`config.mk`:
```
export PLATFORM = sky130hd
export DESIGN_NAME = cnt_snapshot_fifo
export DESIGN_NICKNAME = d
export VERILOG_FILES = /design/src/rtl/cnt_snapshot_fifo.sv
export SDC_FILE = /design/constraint.sdc
export NUM_CORES = 1
export LEC_CHECK = 0
export ABC_CLOCK_PERIOD_IN_PS = 3000
export BUFFER_PORTS_ARGS = -buffer_cell sky130_fd_sc_hd__buf_2
export CORE_ASPECT_RATIO = 1.1
export CORE_UTILIZATION = 56
export CTS_CLUSTER_DIAMETER = 30
export DETAILED_ROUTE_END_ITERATION = 7
export GPL_TIMING_DRIVEN = 0
export PLACE_DENSITY = 0.78
export SKIP_CTS_REPAIR_TIMING = 1
export SLEW_MARGIN = 40
export SYNTH_ARGS = -nofsm -noshare
export SYNTH_HDL_FRONTEND = slang
export SYNTH_SLANG_ARGS = --single-unit
```
`constraint.sdc`:
```
create_clock -name clk -period 3 [get_ports clk]
set_clock_uncertainty 0.1 [all_clocks]
set_input_delay 0 -clock clk [delete_from_list [all_inputs] [get_ports clk]]
set_output_delay 0 -clock clk [all_outputs]
set_load 0.005 [all_outputs]
```
`src/rtl/cnt_snapshot_fifo.sv`:
```
// -----------------------------------------------------------------------------
// cnt_snapshot_fifo
//   Captures snapshots of a free-running wrap-at-WRAP_VAL counter into a small
//   show-ahead FIFO. Each entry is tagged with a wrap-epoch bit, so a consumer
//   can check that counter values arrive in order across wraps. Requests that
//   arrive while the FIFO is full (and nothing is popped) are dropped and
//   counted in a saturating counter.
//
// Ports
//   clk        rising-edge clock
//   rstf       asynchronous active-low reset
//   cnt_in     upstream counter value, sampled every cycle
//   sample_req capture request for this cycle
//   out_valid  head entry available (== !empty)
//   out_ready  consumer accepts the head entry (ignored while empty)
//   out_data   {epoch, count} of the head entry, 0 while empty
//   level      number of occupied entries
//   full       level == DEPTH
//   empty      level == 0
//   drop_cnt   saturating count of dropped requests
// -----------------------------------------------------------------------------
module cnt_snapshot_fifo #(
    parameter int CNT_W    = 6,
    parameter int WRAP_VAL = 15,
    parameter int DEPTH    = 4,
    parameter int DROP_W   = 8
) (
    input  logic                       clk,
    input  logic                       rstf,
    input  logic [CNT_W-1:0]           cnt_in,
    input  logic                       sample_req,
    output logic                       out_valid,
    input  logic                       out_ready,
    output logic [CNT_W:0]             out_data,
    output logic [$clog2(DEPTH):0]     level,
    output logic                       full,
    output logic                       empty,
    output logic [DROP_W-1:0]          drop_cnt
);

    localparam int AW = $clog2(DEPTH);
    localparam int LW = AW + 1;

    logic [CNT_W:0]     mem_r [DEPTH];
    logic [CNT_W-1:0]   prev_cnt_r;
    logic               epoch_r;
    logic [AW-1:0]      wr_ptr_r;
    logic [AW-1:0]      rd_ptr_r;
    logic [LW-1:0]      level_r;
    logic [LW-1:0]      level_nxt_s;
    logic [DROP_W-1:0]  drop_cnt_r;
    logic [DROP_W-1:0]  drop_nxt_s;

    logic               wrap_now_s;
    logic               cur_epoch_s;
    logic               full_s;
    logic               empty_s;
    logic               push_s;
    logic               pop_s;
    logic               drop_s;
    logic [CNT_W:0]     head_s;

    // A wrap is the registered WRAP_VAL followed by a 0 on the live input.
    assign wrap_now_s  = (prev_cnt_r == CNT_W'(WRAP_VAL)) && (cnt_in == {CNT_W{1'b0}});
    // Captures in the wrap cycle already carry the new epoch.
    assign cur_epoch_s = epoch_r ^ wrap_now_s;

    assign full_s  = (level_r == LW'(DEPTH));
    assign empty_s = (level_r == {LW{1'b0}});

    // A full FIFO still accepts a request when the head leaves in the same cycle.
    assign pop_s  = !empty_s && out_ready;
    assign push_s = sample_req && (!full_s || pop_s);
    assign drop_s = sample_req && full_s && !pop_s;

    // Occupancy and saturating drop counter next-state.
    always_comb begin
        level_nxt_s = level_r;
        drop_nxt_s  = drop_cnt_r;
        if (push_s && !pop_s) begin
            level_nxt_s = level_r + LW'(1);
        end else if (pop_s && !push_s) begin
            level_nxt_s = level_r - LW'(1);
        end else begin
            level_nxt_s = level_r;
        end
        if (drop_s && (drop_cnt_r != {DROP_W{1'b1}})) begin
            drop_nxt_s = drop_cnt_r + DROP_W'(1);
        end else begin
            drop_nxt_s = drop_cnt_r;
        end
    end

    // Wrap tracking, pointers, occupancy and drop counter.
    always_ff @(posedge clk or negedge rstf) begin
        if (!rstf) begin
            prev_cnt_r <= {CNT_W{1'b0}};
            epoch_r    <= 1'b0;
            wr_ptr_r   <= {AW{1'b0}};
            rd_ptr_r   <= {AW{1'b0}};
            level_r    <= {LW{1'b0}};
            drop_cnt_r <= {DROP_W{1'b0}};
        end else begin
            prev_cnt_r <= cnt_in;
            epoch_r    <= cur_epoch_s;
            level_r    <= level_nxt_s;
            drop_cnt_r <= drop_nxt_s;
            // DEPTH is a power of two, so natural pointer overflow is modulo DEPTH.
            if (push_s) begin
                wr_ptr_r <= wr_ptr_r + AW'(1);
            end else begin
                wr_ptr_r <= wr_ptr_r;
            end
            if (pop_s) begin
                rd_ptr_r <= rd_ptr_r + AW'(1);
            end else begin
                rd_ptr_r <= rd_ptr_r;
            end
        end
    end

    // Entry storage; contents are don't-care after reset, so no reset here.
    always_ff @(posedge clk) begin
        if (push_s) begin
            mem_r[wr_ptr_r] <= {cur_epoch_s, cnt_in};
        end else begin
            mem_r[wr_ptr_r] <= mem_r[wr_ptr_r];
        end
    end

    // Show-ahead head, forced to 0 while empty so stale storage never leaks out.
    always_comb begin
        head_s = {(CNT_W+1){1'b0}};
        if (empty_s) begin
            head_s = {(CNT_W+1){1'b0}};
        end else begin
            head_s = mem_r[rd_ptr_r];
        end
    end

    assign out_valid = !empty_s;
    assign out_data  = head_s;
    assign level     = level_r;
    assign full      = full_s;
    assign empty     = empty_s;
    assign drop_cnt  = drop_cnt_r;

endmodule

`ifdef FORMAL

`endif

```
==> results of run 1 <==
## synth_stat cells (2+ instances only)
cell type	n
mux2_2	2
inv_1	6
buf_2	3
mux2_4	2
xor2_1	2
nand3_1	4
and3_1	5
edfxtp_1	28
xnor2_1	6
mux4_2	7
ha_1	6
a21oi_1	4
nand2_1	5
and2_1	11
nor2_1	2
dfrtp_1	22
## per-stage QoR
stage               power [mW]   util
CTS                       2.07  0.668
finish                    2.04  0.693
floorplan                 1.43      -
global route              2.19  0.693
global placement          1.64  0.644
detailed placement        1.69  0.644
## registers in the layout (all words and copies together), names as in the netlist
signal      cells
prev_cnt_r      6
epoch_r         1
level           3
mem_r          28
drop_cnt        8
rd_ptr_r        2
wr_ptr_r        2
## power breakdown
part	leakage [nW]	switching [mW]	internal (mW)	total, mW
Combinational	0.511	0.327	0.369	0.695
Clock	0.0441	0.214	0.164	0.378
Sequential	0.522	0.0917	0.880	0.971
Total	1.08	0.632	1.41	2.04
## path summary, 6_finish.rpt
path                              from       endpoint  slack [ps]  depth (start not counted)
min reg2reg                drop_cnt[0]    drop_cnt[0]         420                          1
max reg2reg                   level[0]       level[1]         480                          7
max                           level[0]       level[1]         480                          7
min                               rstf  prev_cnt_r[3]         100                          2
max in group asynchronous         rstf  prev_cnt_r[0]        2360                          2
min in group clk             cnt_in[3]  prev_cnt_r[3]         310                          2
## critical path, cell delays in order (launching register included)
cell,delay (ps)
dfrtp_1,480
nor4b_4,400
and2b_2,260
buf_2,160
ha_1,230
inv_1,80
fa_1,410
mux2_2,280
## area by class of cell
class                      instances  area, um2
timing repair buffer              39        240
sequential                        50       1390
multi-input combinational         74        707
clock inverter                     3       21.3
clock buffer                       5       68.8
inverter                           6       22.5
tap                               50       62.6
fill                             264       1120
buffer                             4       18.8
## routing by layer
metal	routed length, um	up-vias
met5	0	-
met4	35	0
met3	123	4
met2	1800	24
met1	1520	606
li1	-	577
## logic make-up after synthesis
family | share of synthesized area
multiplexers | 0.108
AND/OR/NAND/NOR | 0.129
adder cells (fa/ha/maj) | 0.0444
XOR/XNOR | 0.0327
AO/OA/AOI/OAI | 0.0158
buffers and inverters | 0.0193
flip-flops | 0.650
==> summary.md, run 1 <==
| Metric | Value |
|---|---|
| Cell Area, Placed | `~2400 um2` |
| Io pins | `31` |
| Post-route setup slack | `483 ps` |
| Clock Tree Buf Depth | `2` |
| I/O Buffers | `30` |
| Synth area leader | `edfxtp_1` |
| Post-Syn Area | `~2100 um2` |
| Place WS | `between 500 and 600 ps` |
| Mapped Nets | `151` |
| Synth top area cells | `edfxtp_1 (39%), dfrtp_1 (26%), mux4_2 (7.4%), ha_1 (3.5%), and2_1 (3.2%)` |
| CTS tree | `done` |
| Met3 Usage GRT | `0.0641` |
| FF+latch count, synth | `50` |
| CP required | `3080 ps` |
| TritonCTS Buffers | `5` |
| Final Non-Filler Cells | `about 230` |
| Crit Path Max Fanout | `8` |
| Clock root buffer | `clkbuf_8` |
| Most frequent cells in the layout | `buf_2 (33), edfxtp_1 (28), dfrtp_1 (22)` |
| Hold WS | `96.3 ps` |
| Layout cells sized above 1 | `0.320` |
| Drt total wl | `3470 um` |
| Largest net degree at the start of global routing | `23` |
| Drt pass-1 iters | `4` |
| Synth cell types | `35` |
| Post-layout min period | `approximately 2500 ps` |
| Total die area | `a little over 4000 um2` |
| Die Span X | `between 60 and 70 um` |
| DRT iter0 DRCs | `27` |
| CP Launch Type | `flop` |
| Synth async-reset ratio | `0.440` |
| Finished Cell Area | `~2500 um2` |
| Gp weighted congestion | `0.871` |
| Final #Nets | `a little under 200` |
| Share of the synthesized area in the top cell type | `0.393` |
| Vias in the first global route | `1200` |
| CP Capture Type | `flop` |
| H-tree depth | `2` |
| Crit Path Class | `reg -> reg` |
| Grt ovf | `0` |
| Run status | `complete, no violations` |
| Max Slew Vio Count | `0` |
| WP data arrival | `approximately 2600 ps` |
| Synth Instances | `between 100 and 150` |
| Routed Antenna Nets | `0` |
| Leading cell type in the layout, fill and taps excluded | `buf_2` |
| ANT cells | `0` |
| Std-Cell Rows | `23` |
| Residual DRC count | `0` |
| Maximum capacitance violations | `0` |
| LEAKAGE | `approximately 1.1 nW` |
| Final setup TNS | `0 ps` |
| Detail Placement HPWL | `between 2000 and 2500 um` |
| GRT Total Usage | `0.197` |
| Initial antenna violation count | `0` |
| Core area | `between 3000 and 4000 um2` |
| First-pass GRT wire length | `approximately 5500 um` |
| Clk slew on worst S/H paths | `90 ps` |
| Worst Max-Slew Pin Slew | `slightly above 500 ps` |
| Placed cells | `between 200 and 250` |
| Tcrit/Tclk final | `0.839` |
| Synth warn | `0` |
| Ys flop type | `edfxtp_1` |
| Met1 Use GR | `0.236` |
| Starting density of the core | `0.585` |
| Max_slew headroom | `0.663` |
| Final Hold Viols | `0` |
| Avg Inst Size Synth | `between 15 and 20 um2` |
| Sequential fraction of the synthesis area | `0.650` |
| Via count | `1211` |
| Clk_lat worst skew | `300 ps` |
| Routed len/inst | `roughly 15 um` |
| Clock sinks | `50` |
| Power Density | `between 800 and 900 nW/um2` |
| Max Fclk | `just under 400 MHz` |
| Post-synth EDFFs | `28` |
| Worst vdd ir | `about 0.56 mV` |
| Chip Height | `around 67 um` |
| Final setup viols | `0` |
| Via density | `approximately 5.2` |
| P&R area growth vs syn | `18.4%` |
| Unrepaired setup endpoints after global routing | `false` |
| Met2 Use GR | `0.330` |
| Min-delay worst type | `in -> async` |
| Gr busiest metal | `met2` |
Power figures use the tool's default switching activity.
==> run 2, diff against run 1 <==
Settings changed: ABC_CLOCK_PERIOD_IN_PS 3000 to 2000, CORE_UTILIZATION 56 to 50, PLACE_DENSITY 0.78 to 0.74.
Clock period 3 ns to 2 ns, I/O delays scaled along.
==> run 2 against run 1 <==
  * The flow now finishes with violations (negative hold slack, negative setup slack)
  * Fmax up 20%
  * Non-clock buffer count up 8
  * Routed wire length up 12%
  * Worst hold slack worse by 150 ps
  * Design area up 4.6%
  * Critical path depth down 1
  * Critical path type unchanged
==> summary.md, run 2 (same netlist as run 1, synthesis figures left out) <==
| Metric | Value |
|---|---|
| Run status | `complete, but fails checks (was complete, no violations)` |
| Violated checks | `negative hold slack, negative setup slack` |
| Crit Path Max Fanout | `5 (was 8)` |
| Detail Placement HPWL | `2690 um (was 2430 um)` |
| Finished Core Util | `0.658 (was 0.693)` |
| Via density | `5.45 (was 5.24)` |
| Residual DRC count | `0 (unchanged)` |
| ANT cells | `0 (unchanged)` |
| Core area | `4020 um2 (was 3650 um2)` |
| Power Density | `1270 nW/um2 (was 807 nW/um2)` |
| Max_slew headroom | `0.675 (was 0.663)` |
| Min-delay worst type | `in -> reg (was in -> async)` |
| Max Slew Vio Count | `0 (unchanged)` |
| Largest net degree at the start of global routing | `23 (unchanged)` |
| Reg2reg setup slack | `-90 ps (was 480 ps)` |
| Clock sinks | `50 (unchanged)` |
| H-tree depth | `2 (unchanged)` |
| Place WS | `-263 ps (was 505 ps)` |
| TritonCTS Buffers | `5 (unchanged)` |
| Clock root buffer | `clkbuf_8 (unchanged)` |
| Hold WS | `-53.6 ps (was 96.3 ps)` |
| Placed cells | `216 (was 214)` |
| Drt pass-1 iters | `4 (unchanged)` |
| CP required | `2080 ps (was 3080 ps)` |
| Grt ovf | `0 (unchanged)` |
| DRT iter0 DRCs | `56 (was 27)` |
| Tcrit/Tclk final | `1.04 (was 0.839)` |
| GRT Total Usage | `0.184 (was 0.197)` |
| Clk_lat worst skew | `290 ps (was 300 ps)` |
| Most frequent cells in the layout | `buf_2 (32), edfxtp_1 (28), dfrtp_1 (20) (was buf_2 (33), edfxtp_1 (28), dfrtp_1 (22))` |
| Io pins | `31 (unchanged)` |
| Initial antenna violation count | `0 (unchanged)` |
| Unrepaired setup endpoints after global routing | `true (was false)` |
| Final Non-Filler Cells | `241 (was 231)` |
| Worst vdd ir | `0.555 mV (was 0.562 mV)` |
| Clk slew on worst S/H paths | `80 ps (was 90 ps)` |
| Gp weighted congestion | `0.826 (was 0.871)` |
| I/O Buffers | `30 (unchanged)` |
| Die Span X | `64.4 um (was 60.9 um)` |
| Final Hold Viols | `1 (was 0)` |
| CP Capture Type | `flop (unchanged)` |
| Crit Path Class | `reg -> reg (unchanged)` |
| Layout cells sized above 1 | `0.381 (was 0.320)` |
| Worst Max-Slew Pin Slew | `487 ps (was 506 ps)` |
| Filler cell count in the final layout | `296 (was 264)` |
| Max reg flops | `28 (unchanged)` |
| Via count | `1313 (was 1211)` |
| Total power draw | `3.36 mW (was 2.04 mW)` |
| Maximum capacitance violations | `0 (unchanged)` |
| Routed Antenna Nets | `0 (unchanged)` |
| Routed len/inst | `16.2 um (was 15.0 um)` |
| Max Fclk | `479 MHz (was 397 MHz)` |
| P&R area growth vs syn | `23.8% (was 18.4%)` |
| Vias in the first global route | `1357 (was 1200)` |
| Final setup viols | `2 (was 0)` |
| WP data arrival | `2170 ps (was 2600 ps)` |
| CP Launch Type | `flop (unchanged)` |
| Leading cell type in the layout, fill and taps excluded | `buf_2 (unchanged)` |
| Post-layout min period | `2090 ps (was 2520 ps)` |
| First-pass GRT wire length | `6250 um (was 5460 um)` |
| Biggest register | `mem_r (unchanged)` |
| Drt total wl | `3900 um (was 3470 um)` |
| Chip Height | `70.6 um (was 66.8 um)` |
| LEAKAGE | `1.13 nW (was 1.08 nW)` |
| Clock Tree Buf Depth | `2 (unchanged)` |
| CTS tree | `done (unchanged)` |
| Post-route setup slack | `-89.6 ps (was 483 ps)` |
| Final #Nets | `205 (was 197)` |
| Total die area | `4540 um2 (was 4070 um2)` |
| Starting density of the core | `0.532 (was 0.585)` |
| Std-Cell Rows | `24 (was 23)` |
run 2: layer usage:
metal	global-route usage	vias up	share of wire
met4	0.0765	0	0.015
met1	0.208	662	0.40
met2	0.342	50	0.54
met3	0.0306	6	0.040
met5	0	-	0
li1	-	595	-
run 2: area by class of cell:
type	instances	area, um2	area share
Clock inverter	2	37.5	0.0142
Inverter	6	22.5	0.00850
Timing Repair Buffer	48	305	0.115
Buffer	3	13.8	0.00520
Multi-Input combinational cell	74	738	0.279
Clock buffer	6	72.6	0.0274
Tap cell	52	65.1	0.0246
Sequential cell	50	1390	0.526
run 2: where the power goes:
| group | total, mW | switching (mW) | internal [mW] |
|---|---|---|---|
| logic | 1.22 | 0.539 | 0.680 |
| clock network | 0.687 | 0.314 | 0.373 |
| registers | 1.46 | 0.135 | 1.32 |
| total | 3.36 | 0.987 | 2.38 |
run 2: final timing paths:
kind                            depth (start not counted)        start     endpoint
worst max-delay path                                    6     level[0]     level[1]
worst min-delay path                                    3    out_ready  rd_ptr_r[1]
worst max register to register                          6     level[0]     level[1]
worst min register to register                          1  drop_cnt[0]  drop_cnt[0]
max in group asynchronous                               2         rstf     level[1]
min in group asynchronous                               2         rstf  drop_cnt[7]
run 2: worst max-delay path: stages, from the launching register on:
cell and delay (ps):
dfrtp_2 450, nor4b_4 290, and2b_4 250, ha_4 160
inv_2 50, fa_2 410, mux2_4 270
run 2: per-stage QoR:
step | area, um2 | hold slack, ps | TNS (ps)
global placement | 2390 | -121 | -365
detailed placement | 2390 | -104 | -412
CTS | 2500 | -425 | -449
floorplan | 2170 | -396 | -229
finish | 2650 | -53.6 | -137
global route | 2650 | -34.8 | -277
